File: config.mk
export PLATFORM = sky130hd
export DESIGN_NAME = mm_feeder_flat
export DESIGN_NICKNAME = d
export VERILOG_FILES = /design/src/rtl/mm_feeder_if.sv /design/src/rtl/mm_feeder.sv /design/src/flat_wrapper.sv
export SDC_FILE = /design/constraint.sdc
export NUM_CORES = 1
export LEC_CHECK = 0
export ABC_AREA = 1
export BUFFER_PORTS_ARGS = -buffer_cell sky130_fd_sc_hd__buf_4
export CAP_MARGIN = 25
export CORE_ASPECT_RATIO = 0.7
export CORE_MARGIN = 2
export CORE_UTILIZATION = 25
export CTS_CLUSTER_DIAMETER = 150
export DETAILED_ROUTE_END_ITERATION = 12
export GPL_ROUTABILITY_DRIVEN = 0
export PLACE_DENSITY = 0.36
export SETUP_SLACK_MARGIN = 0.05
export SYNTH_ARGS = -nofsm -noshare
export SYNTH_HDL_FRONTEND = slang
export SYNTH_SLANG_ARGS = --single-unit
File: constraint.sdc
create_clock -name clk -period 7.7 [get_ports clk]
set_clock_uncertainty 0.2 [all_clocks]
set_input_delay 0.385 -clock clk [delete_from_list [all_inputs] [get_ports clk]]
set_output_delay 0.385 -clock clk [all_outputs]
set_load 0.1 [all_outputs]
File: src/rtl/mm_feeder_if.sv
// Streaming link between the feeder and the matrix-multiply engine.
// The feeder drives elements and end flags; the engine returns results and verdicts.
interface mm_feeder_if #(
  parameter int DW = 8,
  parameter int RW = 20
);
  logic signed [DW-1:0] mm_in_data;
  logic                 mm_col_end;
  logic                 mm_row_end;
  logic                 mm_busy;
  logic                 mm_valid;
  logic signed [RW-1:0] mm_out_data;
  logic                 mm_is_legal;
  logic                 mm_change_row;

  modport master (
    output mm_in_data, mm_col_end, mm_row_end,
    input  mm_busy, mm_valid, mm_out_data, mm_is_legal, mm_change_row
  );

  modport slave (
    input  mm_in_data, mm_col_end, mm_row_end,
    output mm_busy, mm_valid, mm_out_data, mm_is_legal, mm_change_row
  );
endinterface

File: src/rtl/mm_feeder.sv
// Loads A/B stores, streams A then B one element per cycle from the cycle after start, collects results.
// No stream backpressure; start is dropped while the engine is busy, WAIT aborts after TIMEOUT idle cycles.
module mm_feeder #(
  parameter int DW      = 8,
  parameter int RW      = 20,
  parameter int MAXD    = 4,
  parameter int TIMEOUT = 255
) (
  input  logic                 clk,
  input  logic                 rst,
  input  logic                 cfg_we,
  input  logic                 cfg_sel,
  input  logic [3:0]           cfg_addr,
  input  logic signed [DW-1:0] cfg_data,
  input  logic [2:0]           a_rows,
  input  logic [2:0]           a_cols,
  input  logic [2:0]           b_rows,
  input  logic [2:0]           b_cols,
  input  logic                 start,
  mm_feeder_if.master          mm,
  input  logic [3:0]           res_raddr,
  output logic signed [RW-1:0] res_rdata,
  output logic [4:0]           res_cnt,
  output logic                 done,
  output logic                 legal,
  output logic                 err
);
  localparam int DEPTH = MAXD * MAXD;
  localparam int WDW   = $clog2(TIMEOUT + 1);

  typedef enum logic [2:0] {IDLE, SEND_A, SEND_B, WAIT, FIN} state_t;

  state_t state, state_n;
  logic [2:0] r, c, r_n, c_n, nr, nc, rows, cols;
  logic [2:0] ar, ac, br, bc, ar_n, ac_n, br_n, bc_n;
  logic [2:0] row_cnt, row_n;
  logic [WDW-1:0] wdog, wdog_n;
  logic [4:0] cnt_n, target;
  logic signed [DW-1:0] in_data, in_n;
  logic col_end, row_end, ce_n, re_n;
  logic err_n, legal_n, done_n, res_we, last_c, last_r;

  logic signed [DW-1:0] a_mem [DEPTH];
  logic signed [DW-1:0] b_mem [DEPTH];
  logic signed [RW-1:0] res_mem [DEPTH];

  function automatic logic bad_dim(input logic [2:0] d);
    return (d == 3'd0) || (d > 3'(MAXD));
  endfunction

  function automatic logic [3:0] ix(input logic [2:0] rr, input logic [2:0] cc, input logic [2:0] nn);
    return 4'(rr) * 4'(nn) + 4'(cc);
  endfunction

  assign rows   = (state == SEND_B) ? br : ar;
  assign cols   = (state == SEND_B) ? bc : ac;
  assign last_c = (c == cols - 3'd1);
  assign last_r = (r == rows - 3'd1);
  assign nc     = last_c ? 3'd0 : c + 3'd1;
  assign nr     = last_c ? r + 3'd1 : r;
  assign target = 5'(ar) * 5'(bc);
  assign done_n = (state_n == FIN);

  always_comb begin
    state_n = state;
    r_n = r;   c_n = c;
    ar_n = ar; ac_n = ac; br_n = br; bc_n = bc;
    in_n = '0; ce_n = 1'b0; re_n = 1'b0;
    cnt_n = res_cnt; err_n = err; legal_n = legal;
    row_n = row_cnt; wdog_n = wdog; res_we = 1'b0;
    case (state)
      IDLE: begin
        if (start && !mm.mm_busy) begin
          cnt_n = '0; err_n = 1'b0; legal_n = 1'b0; row_n = '0; wdog_n = '0;
          r_n = '0; c_n = '0;
          ar_n = a_rows; ac_n = a_cols; br_n = b_rows; bc_n = b_cols;
          if (bad_dim(a_rows) || bad_dim(a_cols) || bad_dim(b_rows) || bad_dim(b_cols)) begin
            err_n   = 1'b1;
            state_n = FIN;
          end else begin
            state_n = SEND_A;
            in_n    = a_mem[0];
            ce_n    = (a_cols == 3'd1);
            re_n    = (a_cols == 3'd1) && (a_rows == 3'd1);
          end
        end
      end
      SEND_A, SEND_B: begin
        if (last_c && last_r) begin
          r_n = '0; c_n = '0;
          // B[0] follows A's last element with no gap
          if (state == SEND_A) begin
            state_n = SEND_B;
            in_n    = b_mem[0];
            ce_n    = (bc == 3'd1);
            re_n    = (bc == 3'd1) && (br == 3'd1);
          end else begin
            state_n = WAIT;
            wdog_n  = '0;
          end
        end else begin
          r_n  = nr;
          c_n  = nc;
          in_n = (state == SEND_A) ? a_mem[ix(nr, nc, cols)] : b_mem[ix(nr, nc, cols)];
          ce_n = (nc == cols - 3'd1);
          re_n = ce_n && (nr == rows - 3'd1);
        end
      end
      WAIT: begin
        if (mm.mm_valid) begin
          wdog_n = '0;
          if (mm.mm_is_legal) begin
            legal_n = 1'b1;
            if (ac != br) err_n = 1'b1;
            if (res_cnt < 5'(DEPTH)) begin
              res_we = 1'b1;
              cnt_n  = res_cnt + 5'd1;
            end
            if (cnt_n == target) state_n = FIN;
          end else begin
            legal_n = 1'b0;
            if (ac == br) err_n = 1'b1;
            state_n = FIN;
          end
        end else if (wdog == WDW'(TIMEOUT)) begin
          err_n   = 1'b1;
          state_n = FIN;
        end else begin
          wdog_n = wdog + 1'b1;
        end
        if (mm.mm_change_row) begin
          if (row_cnt != 3'd7) row_n = row_cnt + 3'd1;
          if ({1'b0, row_cnt} + 4'd1 > {1'b0, ar}) err_n = 1'b1;
        end
      end
      FIN:     state_n = IDLE;
      default: state_n = IDLE;
    endcase
  end

  always_ff @(posedge clk or negedge rst) begin
    if (!rst) begin
      state <= IDLE;
      r <= '0; c <= '0;
      ar <= '0; ac <= '0; br <= '0; bc <= '0;
      in_data <= '0; col_end <= 1'b0; row_end <= 1'b0;
      res_cnt <= '0; err <= 1'b0; legal <= 1'b0; done <= 1'b0;
      row_cnt <= '0; wdog <= '0;
    end else begin
      state <= state_n;
      r <= r_n; c <= c_n;
      ar <= ar_n; ac <= ac_n; br <= br_n; bc <= bc_n;
      in_data <= in_n; col_end <= ce_n; row_end <= re_n;
      res_cnt <= cnt_n; err <= err_n; legal <= legal_n; done <= done_n;
      row_cnt <= row_n; wdog <= wdog_n;
    end
  end

  always_ff @(posedge clk) begin
    if (cfg_we && state == IDLE) begin
      if (cfg_sel) b_mem[cfg_addr] <= cfg_data;
      else         a_mem[cfg_addr] <= cfg_data;
    end
    if (res_we) res_mem[res_cnt[3:0]] <= mm.mm_out_data;
  end

  assign mm.mm_in_data = in_data;
  assign mm.mm_col_end = col_end;
  assign mm.mm_row_end = row_end;
  assign res_rdata     = res_mem[res_raddr];
endmodule

File: src/flat_wrapper.sv
// flat-port wrapper written by rule: the top's interface ports become plain ports
module mm_feeder_flat 
#(
  parameter int DW      = 8,
  parameter int RW      = 20,
  parameter int MAXD    = 4,
  parameter int TIMEOUT = 255
)
  (clk, rst, cfg_we, cfg_sel, cfg_addr, cfg_data, a_rows, a_cols, b_rows, b_cols, start, res_raddr, res_rdata, res_cnt, done, legal, err, mm_mm_in_data, mm_mm_col_end, mm_mm_row_end, mm_mm_busy, mm_mm_valid, mm_mm_out_data, mm_mm_is_legal, mm_mm_change_row);
  mm_feeder_if #(.DW(DW), .RW(RW)) mm_i ();
  input  logic clk;
  input  logic rst;
  input  logic cfg_we;
  input  logic cfg_sel;
  input  logic [3:0] cfg_addr;
  input  logic signed [DW-1:0] cfg_data;
  input  logic [2:0] a_rows;
  input  logic [2:0] a_cols;
  input  logic [2:0] b_rows;
  input  logic [2:0] b_cols;
  input  logic start;
  input  logic [3:0] res_raddr;
  output logic signed [RW-1:0] res_rdata;
  output logic [4:0] res_cnt;
  output logic done;
  output logic legal;
  output logic err;
  output wire logic [$bits(mm_i.mm_in_data)-1:0] mm_mm_in_data;
  output wire logic [$bits(mm_i.mm_col_end)-1:0] mm_mm_col_end;
  output wire logic [$bits(mm_i.mm_row_end)-1:0] mm_mm_row_end;
  input wire logic [$bits(mm_i.mm_busy)-1:0] mm_mm_busy;
  input wire logic [$bits(mm_i.mm_valid)-1:0] mm_mm_valid;
  input wire logic [$bits(mm_i.mm_out_data)-1:0] mm_mm_out_data;
  input wire logic [$bits(mm_i.mm_is_legal)-1:0] mm_mm_is_legal;
  input wire logic [$bits(mm_i.mm_change_row)-1:0] mm_mm_change_row;
  assign mm_mm_in_data = mm_i.mm_in_data;
  assign mm_mm_col_end = mm_i.mm_col_end;
  assign mm_mm_row_end = mm_i.mm_row_end;
  assign mm_i.mm_busy = mm_mm_busy;
  assign mm_i.mm_valid = mm_mm_valid;
  assign mm_i.mm_out_data = mm_mm_out_data;
  assign mm_i.mm_is_legal = mm_mm_is_legal;
  assign mm_i.mm_change_row = mm_mm_change_row;
  mm_feeder #(.DW(DW), .RW(RW), .MAXD(MAXD), .TIMEOUT(TIMEOUT)) u_core (.clk(clk), .rst(rst), .cfg_we(cfg_we), .cfg_sel(cfg_sel), .cfg_addr(cfg_addr), .cfg_data(cfg_data), .a_rows(a_rows), .a_cols(a_cols), .b_rows(b_rows), .b_cols(b_cols), .start(start), .mm(mm_i), .res_raddr(res_raddr), .res_rdata(res_rdata), .res_cnt(res_cnt), .done(done), .legal(legal), .err(err));
endmodule
After elaboration in Yosys (flattened, before gate mapping)
Memory sizes are Yosys's and may differ from the RTL's.
Index checks and enable logic that the tools add are counted.
- add/sub/neg operators: 9
- $mul: 2
- magnitude comparators: 6
- eq/ne operators: 25
- muxes and demuxes: 77
- reduce and logical (&&, ||, !) cells: 30
- operators by type and width (kind ; count):
    8-bit 2-to-1 mux ; 10
    3-bit 2-to-1 mux ; 16
    5-bit 2-to-1 mux ; 7
    1-bit 2-to-1 mux ; 33
    8-bit one-hot mux with 3 select lines ; 1
    3-bit one-hot mux with 2 select lines ; 3
    8-bit one-hot mux with 2 select lines ; 1
    3-bit by 1-bit equality test with 1-bit output, second input constant ; 5
    3-bit equality test ; 5
    3-bit zero test ; 5
    3-bit greater-than comparator, second input constant ; 4
    5-bit one-hot mux with 2 select lines ; 1
    3-bit by 1-bit adder with 3-bit output, second input constant ; 3
    3-bit one-hot mux with 3 select lines ; 1
    8-bit by 1-bit adder with 8-bit output, second input constant ; 1
    8-bit equality test, second input constant ; 1
    2-bit != test, second input constant ; 4
    1-bit one-hot mux with 2 select lines ; 4
    4-bit AND reduction ; 2
    1-bit logical OR ; 7
    3-bit by 2-bit equality test with 1-bit output, second input constant ; 2
    1-bit logical AND ; 6
    2-bit by 1-bit != test with 1-bit output, second input constant ; 3
    3-bit != test, second input constant ; 2
    other kinds (18) ; 22
- register bits: 50
- memory bits (writable): 576
- input port bits: 57
- output and inout port bits: 38
- memories: 3
- memories (name ; depth ; width ; rd ports ; clocked after memory_dff ; write ports ; RTL line ; text):
    u_core.res_mem ; 16 ; 20 ; 1 ; 0 ; 1 ; mm_feeder.sv:45 ; logic signed [RW-1:0] res_mem [DEPTH];
    u_core.a_mem ; 16 ; 8 ; 2 ; 0 ; 1 ; mm_feeder.sv:43 ; logic signed [DW-1:0] a_mem [DEPTH];
    u_core.b_mem ; 16 ; 8 ; 2 ; 0 ; 1 ; mm_feeder.sv:44 ; logic signed [DW-1:0] b_mem [DEPTH];

Longest topological paths before layout
- word-level depth: 11
- mapped depth: 32
- mapped depth without buffers: 30

Worst setup path before layout
Ideal clock, no wire load.
- kind: register -> register
- start point: register u_core.state[2]
- end point: register u_core.in_data[2] (netlist: u_core.mm.mm_in_data[2])
- arrival time: 4.197 ns
- required time: 7.434 ns
- path slack: 3.237 ns
- cell stages (with the launch flop): 25
- buffers on the path: 3
- period minus slack after synthesis: 4.463 ns
- cells stage by stage: dfrtp_1 > nor2_4 > nand2_4 > buf_8 > nand2_2 > nand2_2 > nand3_1 > nand3_1 > nand2_2 > nand2_4 > xor2_1 > or2_2 > fa_1 > fa_1 > fa_1 > buf_1 > clkbuf_1 > nand2_1 > o21ai_0 > nand3_1 > nand3_1 > nand2_1 > nand2_1 > nand2_1 > nand2_1
- cells in the longest elaborated chain, start to end: 11
- elaborated cells on any way between the ends: 21
- classes of those cells: add/sub: 3; mul: 1; eq/ne: 4; mux: 8; reduce/logical: 3; memory: 2
- RTL lines (element ; RTL line ; text):
    from (decl) ; mm_feeder.sv:33 ; state_t state, state_n;
    from (signal assigned) ; mm_feeder.sv:150 ; state <= state_n;
    3-bit by 2-bit equality test with 1-bit output ; mm_feeder.sv:55, mm_feeder.sv:56, mm_feeder.sv:71 ;
    3-bit 2-to-1 mux ; mm_feeder.sv:56 ; assign cols = (state == SEND_B) ? bc : ac;
    3-bit by 1-bit subtractor with 3-bit output ; mm_feeder.sv:57 ; assign last_c = (c == cols - 3'd1);
    3-bit equality test ; mm_feeder.sv:57 ;
    3-bit 2-to-1 mux ; mm_feeder.sv:60 ; assign nr = last_c ? r + 3'd1 : r;
    3-bit by 3-bit multiplier with 4-bit output ; mm_feeder.sv:52 ; return 4'(rr) * 4'(nn) + 4'(cc);
    4-bit by 3-bit adder with 4-bit output ; mm_feeder.sv:52 ;
    memory read 16 x 8 bit, on equally long branches ; -- ;
    8-bit 2-to-1 mux ; mm_feeder.sv:104 ; in_n = (state == SEND_A) ? a_mem[ix(nr, nc, cols)] : b_mem[ix(nr, nc, cols)];
    8-bit 2-to-1 mux ; mm_feeder.sv:89 ; if (last_c && last_r) begin
    8-bit one-hot mux with 2 select lines (*) ; mm_feeder.sv:71 ; case (state)
    net u_core.in_n[2] ; mm_feeder.sv:39 ; logic signed [DW-1:0] in_data, in_n;
    to (signal assigned) ; mm_feeder.sv:153 ; in_data <= in_n; col_end <= ce_n; row_end <= re_n;
    to (decl) ; mm_feeder.sv:39 ;
The timed path passes the listed nets; every way through them passes the cells marked *.
A chain may end at the register's enable or synchronous reset.

Worst setup path in the final report
- start point: register u_core.state[2]
- end point: register u_core.in_data[0] (netlist: u_core.mm.mm_in_data[0])
The elaborated chain is that of the path after synthesis.

==> results.txt <==
----------------------------------------------------
[Synthesis]
  Gate Count Post-Synth ... 2155
  Most used standard cells in the synthesized netlist ... edfxtp_1, nand2_1, o21ai_0, inv_1, nor2_1
  Yosys warns ... 0
  Post-synth net total ... 2237
  Seq/Total Area, Yosys ... 0.696
  Main combinational cell family by area after synthesis ... compound AO/OA/AOI/OAI gates
  Async set-or-reset flop fraction in the synthesized netlist ... 0.0799
  Flip-flop and latch count after synthesis ... 626
  Post-Synth Simple-Gate Area ... 0.0978
  XOR/XNOR Fraction of Synth Area ... 0.00952
  Avg Cell Area, Syn ... 12.4 um^2
  Top post-synthesis cells by area ... edfxtp_1, dfrtp_1, o21ai_0
  Area fraction in compound gates after synthesis ... 0.113
  Post-synth top flop ... edfxtp_1
  Multiplexer share of the synthesized area ... 0.0300
  Area fraction of the dominant cell type after synthesis ... 0.649
  Most common cell in the synthesized netlist ... edfxtp_1
  Cell type contributing the most total cell area after synthesis ... edfxtp_1
  Cell variety after synth ... 45
  Number of enable-type register cells in the synthesized netlist ... between 500 and 600
  Synth Area in Adders ... 0.0131
  Area of the mapped netlist ... 26700 um^2

[Routing]
  Drt first-iter violations ... 1501
  Vias per inst ... 4.55
  First-pass iteration count of the detailed router ... 5
  Via count of the routed design ... about 17000
  Antenna Violating Nets Remaining ... 0
  DRC Markers ... 0
  Wirelength per Cell ... approximately 22 um
  Overall routed net length ... about 80000 um

[Die]
  Height of the die ... 277 um
  Chip Width ... 394 um
  Area of the core ... 106000 um^2
  I/O pin count ... 95
  Die area ... around 110000 um^2
  Effective utilization at floorplan ... 0.252
  FP Rows ... 100

[Finish]
  Area overhead of the layout relative to synthesis ... 19.9%
  Final net count ... 2361
  Layout cells sized above 1 ... 0.124
  Fin util ... 0.302
  Fill cell count ... 10784

[CTS]
  Source-to-sink clock delay at the later pin of the worst-skew pair ... 620 ps
  Clock transition time at the flip-flop clock pins of the worst setup and hold paths ... about 60 ps
  Number of buffers added for setup after CTS ... 0
  Number of buffers between clock root and the deepest sink ... 3
  Clock root buffer ... clkbuf_16
  CTS resizes ... 0
  Number of clock sinks ... between 600 and 700
  Number of levels in the clock H-tree ... 3
  Number of buffers created by CTS ... 72
  Post-cts hold buffer count ... 39
  Clock tree from TritonCTS ... yes

[Min path]
  Type of the worst min-delay path ... primary input to flop
  Hold path depth ... 1
  Hold Crit Start ... cfg_data[3]
  Hold endpoint ... u_core.b_mem[12][3]$_DFFE_PP_

[Placement]
  Dpl hpwl ... 49100 um
  Count of buffers inserted at the top-level ports ... 94
  Pre-CTS WS ... 1940 ps

[STA]
  Peak Freq ... 0.171 GHz
  Final setup TNS ... 0 ps
  Count of endpoints failing setup in the final report ... 0
  Time the final worst path needs with I/O delays and setup ... 5850 ps
  Number of max-slew violations in the final report ... 0
  Final Cycle Share ... 0.760
  Worst setup margin ... 1850 ps
  RSZ-0062 raised after global routing ... false
  Final Hold Vio Count ... 0
  Actual slew at the worst max-slew pin ... 1070 ps
  Worst max-slew margin expressed relative to the limit ... 0.287

[Worst setup path]
  Endpoint of the worst-slack reg-to-reg timing path ... u_core.mm.mm_in_data[0]$_DFF_PN0_
  CP Class ... flop to flop
  Register-to-Register Setup Slack ... 1850 ps
  Worst r2r path cells ... 22
  Arrival time worst endpoint ... about 6200 ps
  Launch instance of the worst register-to-register path ... u_core.state[2]$_DFF_PN0_
  CP endpoint kind ... flop
  Sort of element at the start of the critical path ... flop
  CP Data Required Time ... 8000 ps
  Crit-path max FO ... 45

[Power]
  Overall Power ... 8.70 mW
  Power density over cell area ... ~270 nW/um^2
  Cell leakage power ... 11.3 nW
  Maximum VDD drop ... 0.141 mV

[Global route]
  Maximum number of pins on one net before global-route repair ... between 100 and 150
  Global-route wire length before repair ... ~120000 um
  Initial antenna violation count ... 3
  Number of global-route vias before repair ... around 17000
  Congestion Overflow GR ... 0
  Overall track demand over capacity in global routing ... 0.149

[Status]
  Outcome ... completed

[Run]
  Number of max-cap violations ... 0

----------------------------------------------------
[final cells by class]
type	count	area [um^2]	share of cell area
diodes	4	10.0	0.000313
clock buffers	95	1940	0.0606
clock inverters	37	394	0.0123
inverters	163	618	0.0193
multi-input cells	1249	7140	0.223
flip-flops and latches	626	18500	0.580
well taps	1428	1790	0.0559
repair buffers	167	1540	0.0482
[power breakdown]
| group | internal, mW | switching (mW) |
|---|---|---|
| registers | 3.74 | 0.0244 |
| clock network | 2.02 | 1.43 |
| logic | 0.422 | 1.07 |
[metrics by stage]
| stage | cells | hold WS, ps | area (um^2) |
|---|---|---|---|
| after global routing | 3766 | 18.2 | 32000 |
| after detailed placement | 3587 | 288 | 29100 |
| after global placement | 3578 | 283 | 28900 |
| final | 3769 | 44.5 | 32000 |
| after CTS | 3758 | 1.66 | 31800 |
| after floorplan | 2155 | -111 | 26700 |
[worst max-delay path, stage by stage, from the launching register on]
cell and delay [ps]:
dfrtp_1 430, nor2_4 210, nand2_4 160, nand2_1 90, nand2_1 120, nand2_1 150
nand2_1 100, nand3_1 110, nand2_2 100, nand2_4 130, xor2_1 400, or2_2 210
fa_1 430, fa_1 500, fa_2 930, buf_4 530, o21ai_0 360, nand2_2 190
nand3_1 90, nand2_1 70, nand2_1 50, nand2_1 80, nand2_1 70
[per-layer routing]
metal	vias to the layer above	wire length [um]	share of wire	GRT usage
li1	8056	-	-	-
met1	8651	42400	0.52	0.229
met2	355	33800	0.41	0.214
met3	99	3740	0.046	0.0287
met4	0	1480	0.018	0.0347
met5	-	0	0	0
[cells by family after synthesis]
family	after synthesis
AOI/OAI and AO/OA	516
buffers and inverters	280
and+or+nand+nor	599
xor gates and xnor gates	29
adders and majority gates	25
DFF	626
muxes	80
[worst max path at each step]
stage / to / cells past startpoint / slack, ps / start
6_report: u_core.mm.mm_in_data[0]$_DFF_PN0_ / 22 / 1850 / u_core.state[2]$_DFF_PN0_
5_1_grt: u_core.mm.mm_in_data[0]$_DFF_PN0_ / 27 / 1520 / u_core.state[2]$_DFF_PN0_
4_1_cts: u_core.mm.mm_in_data[0]$_DFF_PN0_ / 22 / 1930 / u_core.state[2]$_DFF_PN0_
3_5_place_dp: u_core.mm.mm_in_data[0]$_DFF_PN0_ / 22 / 1940 / u_core.state[2]$_DFF_PN0_
3_3_place_gp: u_core.mm.mm_in_data[0]$_DFF_PN0_ / 22 / 1860 / u_core.state[2]$_DFF_PN0_
2_1_floorplan: u_core.mm.mm_in_data[2]$_DFF_PN0_ / 24 / 3240 / u_core.state[2]$_DFF_PN0_
[flip-flops by register name (all words and copies together), names as in the netlist]
register,cells
u_core.a_mem,128
u_core.ac,3
u_core.ar,3
u_core.b_mem,128
u_core.bc,3
u_core.br,3
u_core.c,3
u_core.done,1
u_core.err,1
u_core.legal,1
u_core.mm.mm_col_end,1
u_core.mm.mm_in_data,8
u_core.mm.mm_row_end,1
u_core.r,3
u_core.res_cnt,5
u_core.res_mem,320
u_core.row_cnt,3
u_core.state,3
u_core.wdog,8
[placed cells by master (no fill, tap or decap), types with 7 or more instances in the layout]
cell type	count
edfxtp_1	576
xnor2_1	10
clkbuf_16	73
bufinv_16	7
o211ai_1	82
dfrtp_1	50
buf_4	114
nor2_1	120
nand2_2	21
nand2_1	312
clkbuf_1	19
o21ai_0	238
ha_1	19
nand3_1	90
a32o_1	33
mux2i_1	80
o22ai_1	30
clkinv_1	20
nor2_4	18
clkinv_2	8
xor2_1	19
a21oi_1	129
dlygate4sd3_1	39
inv_1	154
Note: power is estimated with default switching activity, not from simulation.
